`src/rtl/clk_div_pkg.sv`:
```
// clk_div_pkg: shared constants and per-channel state type for clk_div_multi
package clk_div_pkg;
  localparam int MAX_CH = 16;
  localparam int CH_IDX_W = 4;
  localparam int DEF_CNT_W = 32;
  localparam int DEF_HALF = 5_000_000;
  typedef struct packed {
    logic [DEF_CNT_W-1:0] cnt;
    logic                 level;
    logic [DEF_CNT_W-1:0] act_half;
    logic [DEF_CNT_W-1:0] pend_half;
    logic                 pend_valid;
  } ch_state_t;
endpackage

```
`src/rtl/clk_div_multi_if.sv`:
```
// clk_div_multi_if: control inputs and divided outputs of clk_div_multi
interface clk_div_multi_if import clk_div_pkg::*; #(
  parameter int CH = 2,
  parameter int CNT_W = DEF_CNT_W
) ();
  logic [CH-1:0]       i_en;
  logic                i_sync;
  logic                i_load;
  logic [CH_IDX_W-1:0] i_load_ch;
  logic [CNT_W-1:0]    i_load_half;
  logic [CH-1:0]       o_level;
  logic [CH-1:0]       o_tick;
  logic [CH-1:0]       o_rise;
  logic [CH-1:0]       o_pending;
  modport master (
    output i_en, i_sync, i_load, i_load_ch, i_load_half,
    input  o_level, o_tick, o_rise, o_pending
  );
  modport slave (
    input  i_en, i_sync, i_load, i_load_ch, i_load_half,
    output o_level, o_tick, o_rise, o_pending
  );
endinterface

```
`src/rtl/clk_div_channel.sv`:
```
// clk_div_channel: one divider channel with shadow half-period and registered strobes
module clk_div_channel #(
  parameter int CNT_W = 32,
  parameter logic [CNT_W-1:0] DEFAULT_HALF = '0
) (
  input  logic             i_clk,
  input  logic             i_reset_n,
  input  logic             i_en,
  input  logic             i_sync,
  input  logic             i_load,
  input  logic [CNT_W-1:0] i_load_half,
  output logic             o_level,
  output logic             o_tick,
  output logic             o_rise,
  output logic             o_pending
);
  typedef struct packed {
    logic [CNT_W-1:0] cnt;
    logic             level;
    logic [CNT_W-1:0] act_half;
    logic [CNT_W-1:0] pend_half;
    logic             pend_valid;
  } st_t;
  st_t st_q, st_d;
  logic tick_q, tick_d, rise_q, rise_d;
  logic idle, bnd, apply;
  logic [CNT_W-1:0] nxt_half;
  assign idle = st_q.act_half == '0;
  assign bnd = i_en && !idle && st_q.cnt == st_q.act_half - CNT_W'(1);
  assign apply = st_q.pend_valid && (i_sync || bnd || idle || !i_en);
  assign nxt_half = apply ? st_q.pend_half : st_q.act_half;
  always_comb begin
    st_d = st_q;
    tick_d = 1'b0;
    rise_d = 1'b0;
    if (i_sync) begin
      st_d.cnt = '0;
      st_d.level = 1'b0;
    end else if (bnd) begin
      st_d.cnt = '0;
      st_d.level = nxt_half != '0 && !st_q.level;
      tick_d = st_d.level != st_q.level;
      rise_d = st_d.level;
    end else if (apply) begin
      st_d.cnt = '0;
    end else if (i_en && !idle) begin
      st_d.cnt = st_q.cnt + CNT_W'(1);
    end
    st_d.act_half = nxt_half;
    st_d.pend_valid = i_load || (st_q.pend_valid && !apply);
    st_d.pend_half = i_load ? i_load_half : st_q.pend_half;
  end
  always_ff @(posedge i_clk or negedge i_reset_n) begin
    if (!i_reset_n) begin
      st_q <= '{cnt: '0, level: 1'b0, act_half: DEFAULT_HALF, pend_half: '0, pend_valid: 1'b0};
      tick_q <= 1'b0;
      rise_q <= 1'b0;
    end else begin
      st_q <= st_d;
      tick_q <= tick_d;
      rise_q <= rise_d;
    end
  end
  assign o_level = st_q.level;
  assign o_tick = tick_q;
  assign o_rise = rise_q;
  assign o_pending = st_q.pend_valid;
endmodule

```
`src/rtl/clk_div_multi.sv`:
```
// clk_div_multi: CH independent runtime-programmable clock-enable dividers
module clk_div_multi import clk_div_pkg::*; #(
  parameter int CH = 2,
  parameter int CNT_W = DEF_CNT_W,
  parameter int unsigned DEFAULT_HALF = DEF_HALF
) (
  input logic i_clk,
  input logic i_reset_n,
  clk_div_multi_if.slave bus
);
  logic [CH-1:0] level, tick, rise, pending;
  for (genvar g = 0; g < CH; g++) begin : g_ch
    clk_div_channel #(
      .CNT_W(CNT_W),
      .DEFAULT_HALF(CNT_W'(DEFAULT_HALF))
    ) u_ch (
      .i_clk(i_clk),
      .i_reset_n(i_reset_n),
      .i_en(bus.i_en[g]),
      .i_sync(bus.i_sync),
      .i_load(bus.i_load && bus.i_load_ch == CH_IDX_W'(g)),
      .i_load_half(bus.i_load_half),
      .o_level(level[g]),
      .o_tick(tick[g]),
      .o_rise(rise[g]),
      .o_pending(pending[g])
    );
  end
  assign bus.o_level = level;
  assign bus.o_tick = tick;
  assign bus.o_rise = rise;
  assign bus.o_pending = pending;
endmodule
```
`src/flat_wrapper.sv`:
```
// flat-port wrapper written by rule: the top's interface ports become plain ports
module clk_div_multi_flat import clk_div_pkg::*;
#(
  parameter int CH = 2,
  parameter int CNT_W = DEF_CNT_W,
  parameter int unsigned DEFAULT_HALF = DEF_HALF
)
  (i_clk, i_reset_n, bus_i_en, bus_i_sync, bus_i_load, bus_i_load_ch, bus_i_load_half, bus_o_level, bus_o_tick, bus_o_rise, bus_o_pending);
  clk_div_multi_if #(.CH(CH), .CNT_W(CNT_W)) bus_i ();
  input logic i_clk;
  input logic i_reset_n;
  input wire logic [$bits(bus_i.i_en)-1:0] bus_i_en;
  input wire logic [$bits(bus_i.i_sync)-1:0] bus_i_sync;
  input wire logic [$bits(bus_i.i_load)-1:0] bus_i_load;
  input wire logic [$bits(bus_i.i_load_ch)-1:0] bus_i_load_ch;
  input wire logic [$bits(bus_i.i_load_half)-1:0] bus_i_load_half;
  output wire logic [$bits(bus_i.o_level)-1:0] bus_o_level;
  output wire logic [$bits(bus_i.o_tick)-1:0] bus_o_tick;
  output wire logic [$bits(bus_i.o_rise)-1:0] bus_o_rise;
  output wire logic [$bits(bus_i.o_pending)-1:0] bus_o_pending;
  assign bus_i.i_en = bus_i_en;
  assign bus_i.i_sync = bus_i_sync;
  assign bus_i.i_load = bus_i_load;
  assign bus_i.i_load_ch = bus_i_load_ch;
  assign bus_i.i_load_half = bus_i_load_half;
  assign bus_o_level = bus_i.o_level;
  assign bus_o_tick = bus_i.o_tick;
  assign bus_o_rise = bus_i.o_rise;
  assign bus_o_pending = bus_i.o_pending;
  clk_div_multi #(.CH(CH), .CNT_W(CNT_W), .DEFAULT_HALF(DEFAULT_HALF)) u_core (.i_clk(i_clk), .i_reset_n(i_reset_n), .bus(bus_i));
endmodule
```
`config.mk`:
```
export PLATFORM = sky130hd
export DESIGN_NAME = clk_div_multi_flat
export DESIGN_NICKNAME = d
export VERILOG_FILES = /design/src/rtl/clk_div_pkg.sv /design/src/rtl/clk_div_multi_if.sv /design/src/rtl/clk_div_channel.sv /design/src/rtl/clk_div_multi.sv /design/src/flat_wrapper.sv
export SDC_FILE = /design/constraint.sdc
export NUM_CORES = 1
export LEC_CHECK = 0
export CAP_MARGIN = 20
export CORE_MARGIN = 8
export CORE_UTILIZATION = 45
export CTS_BUF_LIST = sky130_fd_sc_hd__clkbuf_8
export CTS_CLUSTER_DIAMETER = 100
export DETAILED_ROUTE_END_ITERATION = 10
export PLACE_DENSITY_LB_ADDON = 0.3
export SLEW_MARGIN = 20
export SYNTH_ARGS = -nofsm -noshare
export SYNTH_HDL_FRONTEND = slang
export SYNTH_SLANG_ARGS = --single-unit
```
`constraint.sdc`:
```
create_clock -name i_clk -period 3.5 [get_ports i_clk]
set_input_delay 0.7 -clock i_clk [delete_from_list [all_inputs] [get_ports i_clk]]
set_output_delay 0.7 -clock i_clk [all_outputs]
set_load 0.005 [all_outputs]
```
==> impl_metrics.json <==
{
  "grt.total_usage_pct": 18.7,
  "post_synth_num_cell_types": 72,
  "drc": 0,
  "regToRegSetupSlack_ns": -0.20,
  "worst_ep_arrival_time_ns": 4.06,
  "io_pins": 50,
  "die_width_um": 174,
  "worst_pin_slew_ns": 0.745,
  "synth_area_leader_cell": "dfrtp_1",
  "drive_gt1_share_pct": 28.4,
  "drt_pass1_iterations": 7,
  "r2r-start": "u_core.g_ch[1].u_ch.st_q[38]$_DFF_PN0_",
  "drt_iter0_markers": 613,
  "die_h_um": 174,
  "powerDensity_nw_per_um2": 581,
  "finalClockSkew_ns": 0.0240,
  "clkLatencyLatePin_ns": 0.48,
  "cts_buffer_depth": 2,
  "period_minus_slack_ns": 3.70,
  "violations": "setup timing",
  "final_area_um2": 13700,
  "drv_slew": 0,
  "gp_congestion": 0.905,
  "dpl.cell_count": 1499,
  "start_util_pct": 45.4,
  "max_freq_mhz": 270,
  "synth-main-ff-cell": "dfrtp_1",
  "maxCapViolCount": 0,
  "core-area_um2": 24900,
  "netlist_instances": 1086,
  "die_area_um2": 30400,
  "yosysWarnings": 0,
  "portBuffers": 49,
  "cts_num_sinks": 200,
  "min_period_over_period_pct": 106,
  "overflow": 0,
  "endpoint_kind": "flip-flop",
  "grt_max_degree": 87,
  "hp-class": "primary input to async pin",
  "worstSetupPathType": "flip-flop to flip-flop",
  "peakVddDrop_uv": 324,
  "yosysTopAreaCellShare_pct": 40.7,
  "status": "complete, but fails checks",
  "finalHoldViolations": 0,
  "final_cell_count_no_fill": 1562,
  "rr_endpoint": "u_core.g_ch[1].u_ch.st_q[49]$_DFF_PN0_",
  "cts-root-buf": "clkbuf_8",
  "dpl_cell_area_um2": 12700,
  "synthTopCellsByArea": "dfrtp_1 41%, mux2_2 7.8%, xnor2_1 4.4%",
  "cts_hold_buffers": 0,
  "grt_antenna_before_repair": 0,
  "cts_tree": "yes",
  "antenna_left": 0,
  "synth_edf_count": 0,
  "num_rows": 58,
  "syn-cell-area_um2": 11300,
  "maxSlewHeadroom_pct": 50.3,
  "rsz0062_at_grt": "yes",
  "ctsHtreeMaxLevel": 4,
  "dp_hpwl_um": 21100,
  "grt_pass1_vias": 8617,
  "wirelength_um": 29100,
  "cts_made_buffers": 17,
  "synth-seq-cells": 200,
  "vias": 8837,
  "syn_nets": 1134,
  "worstRegToRegCells": 12,
  "setup_slack_ns": -0.200,
  "avgSynthCellArea_um2": 10.4,
  "cts.clk_slew.worst_paths_ns": 0.11,
  "async_flop_share_pct": 100,
  "via_per_inst": 5.66,
  "setup-violations-final": 67,
  "cp.required_ns": 3.86,
  "grt_pass1_wl_um": 46100,
  "power.leakage_nw": 5.75,
  "antennaDiodeCount": 0,
  "fin_nets": 1267,
  "cp_max_fo": 7,
  "wire_per_inst_um": 18.6,
  "synth.yosys.seq_area_share_pct": 44.4,
  "worstSetupStartpointType": "flip-flop",
  "syn_to_final_growth_pct": 21.4
}
[cell usage in the layout (no fill, tap or decap), types with 5 or more instances in the layout]
master,count
o21ai_0,16
clkdlybuf4s50_1,48
or4_4,7
xnor2_1,57
dfstp_2,16
buf_4,103
or4_1,12
nor3b_1,5
nor4_2,5
o311ai_1,9
mux2_2,69
buf_12,11
clkbuf_8,18
nand4_1,48
mux2i_1,7
nor2_1,82
buf_6,13
a21oi_1,12
nand3_1,40
inv_1,32
xor2_1,54
nand2_1,78
dfrtp_1,184
nor3_1,33
mux2_1,12
nand2b_1,8
mux2_4,47
nor4_1,39
or3_1,14
or2_2,5
ha_1,5
a31oi_1,8
and3_1,12
[sequential cells by signal (all words and copies together) (netlist names)]
register and count:
u_core.g_ch.u_ch.o_rise 2, u_core.g_ch.u_ch.o_tick 2, u_core.g_ch.u_ch.o_level 2, u_core.g_ch.u_ch.st_q 192, u_core.g_ch.u_ch.o_pending 2
[how the worst max path moves through the flow]
stage,start,to,slack (ns),depth (start not counted)
floorplan,u_core.g_ch[0].u_ch.st_q[35]$_DFF_PN0_,u_core.g_ch[0].u_ch.st_q[40]$_DFF_PN0_,-0.09,10
global placement,u_core.g_ch[1].u_ch.st_q[38]$_DFF_PN0_,u_core.g_ch[1].u_ch.st_q[63]$_DFF_PN0_,-0.11,10
detailed placement,u_core.g_ch[1].u_ch.st_q[33]$_DFF_PN0_,u_core.g_ch[1].u_ch.st_q[63]$_DFF_PN0_,-0.18,12
CTS,u_core.g_ch[1].u_ch.st_q[36]$_DFF_PN0_,u_core.g_ch[1].u_ch.st_q[45]$_DFF_PN0_,-0.17,11
global route,u_core.g_ch[0].u_ch.st_q[33]$_DFF_PN0_,u_core.g_ch[0].u_ch.st_q[36]$_DFF_PN0_,-0.30,10
finish,u_core.g_ch[1].u_ch.st_q[38]$_DFF_PN0_,u_core.g_ch[1].u_ch.st_q[49]$_DFF_PN0_,-0.20,12
[what timing repair did]
| action | in CTS | in global routing |
|---|---|---|
| setup buffers | 14 | 10 |
| setup endpoints to repair | 98 | 132 |
| gates cloned | 1 | 7 |
| pin swaps | 3 | 20 |
| gates resized for setup | 19 | 70 |
[area by class of cell]
| type | instances | area, um2 |
|---|---|---|
| Sequential cell | 200 | 5020 |
| Tap cell | 330 | 413 |
| Inverter | 30 | 113 |
| Clock inverter | 15 | 130 |
| Timing Repair Buffer | 179 | 1710 |
| Clock buffer | 17 | 234 |
| Multi-Input combinational cell | 791 | 6100 |
| Fill cell | 2148 | 11200 |
[synth_stat cells (17+ instances only)]
cell	instances
mux2_1	20
mux2_4	30
o21ai_0	21
xor2_1	54
xnor2_1	57
nand3_1	43
nor4_1	43
inv_1	30
dfrtp_1	184
mux2_2	78
nand4_1	48
nand2_1	80
clkbuf_1	39
nor2_1	82
or4_1	17
nor3_1	34
[layer usage]
metal | vias up | track usage [%] | routed length, um
met3 | 39 | 2.78 | 883
met4 | 0 | 4.80 | 546
met5 | - | 0 | 0
met2 | 166 | 32.5 | 14900
met1 | 4410 | 23.9 | 12700
li1 | 4222 | - | -
[stage by stage]
step	util, %	setup WS, ns	power, mW	TNS (ns)	hold WS, ns
finish	55.2	-0.200	7.98	-10.0	0.233
global route	55.2	-0.298	8.48	-19.69	0.316
CTS	53.4	-0.166	7.87	-7.79	0.282
detailed placement	51.0	-0.182	6.36	-10.62	0.508
global placement	51.0	-0.109	6.30	-4.29	0.508
floorplan	-	-0.0866	5.16	-2.76	0.404
[where the power goes]
part,switching (mW),internal [mW],total [mW]
sequential,0.482,2.79,3.28
combinational,1.53,1.77,3.30
clock,0.839,0.568,1.41
total,2.85,5.13,7.98
[worst max-delay path, stage by stage (launching register included)]
cell and delay [ns]:
dfrtp_1 0.39, or4_4 0.57, nor3_4 0.27, buf_6 0.14
nand4_1 0.09, or3b_1 0.38, a31oi_1 0.20, a41oi_2 0.07
or4b_4 0.63, a21oi_4 0.24, buf_12 0.15, clkbuf_16 0.15
mux2_4 0.29
[kinds of logic after synthesis]
| kind of cell | share of synthesized area [%] |
|---|---|
| adders and majority gates | 0.664 |
| and+or+nand+nor | 20.5 |
| AOI/OAI and AO/OA | 6.81 |
| xor gates and xnor gates | 8.80 |
| buffers and inverters | 4.37 |
| DFF | 44.4 |
| muxes | 14.4 |
Note: power is estimated with default switching activity, not from simulation.
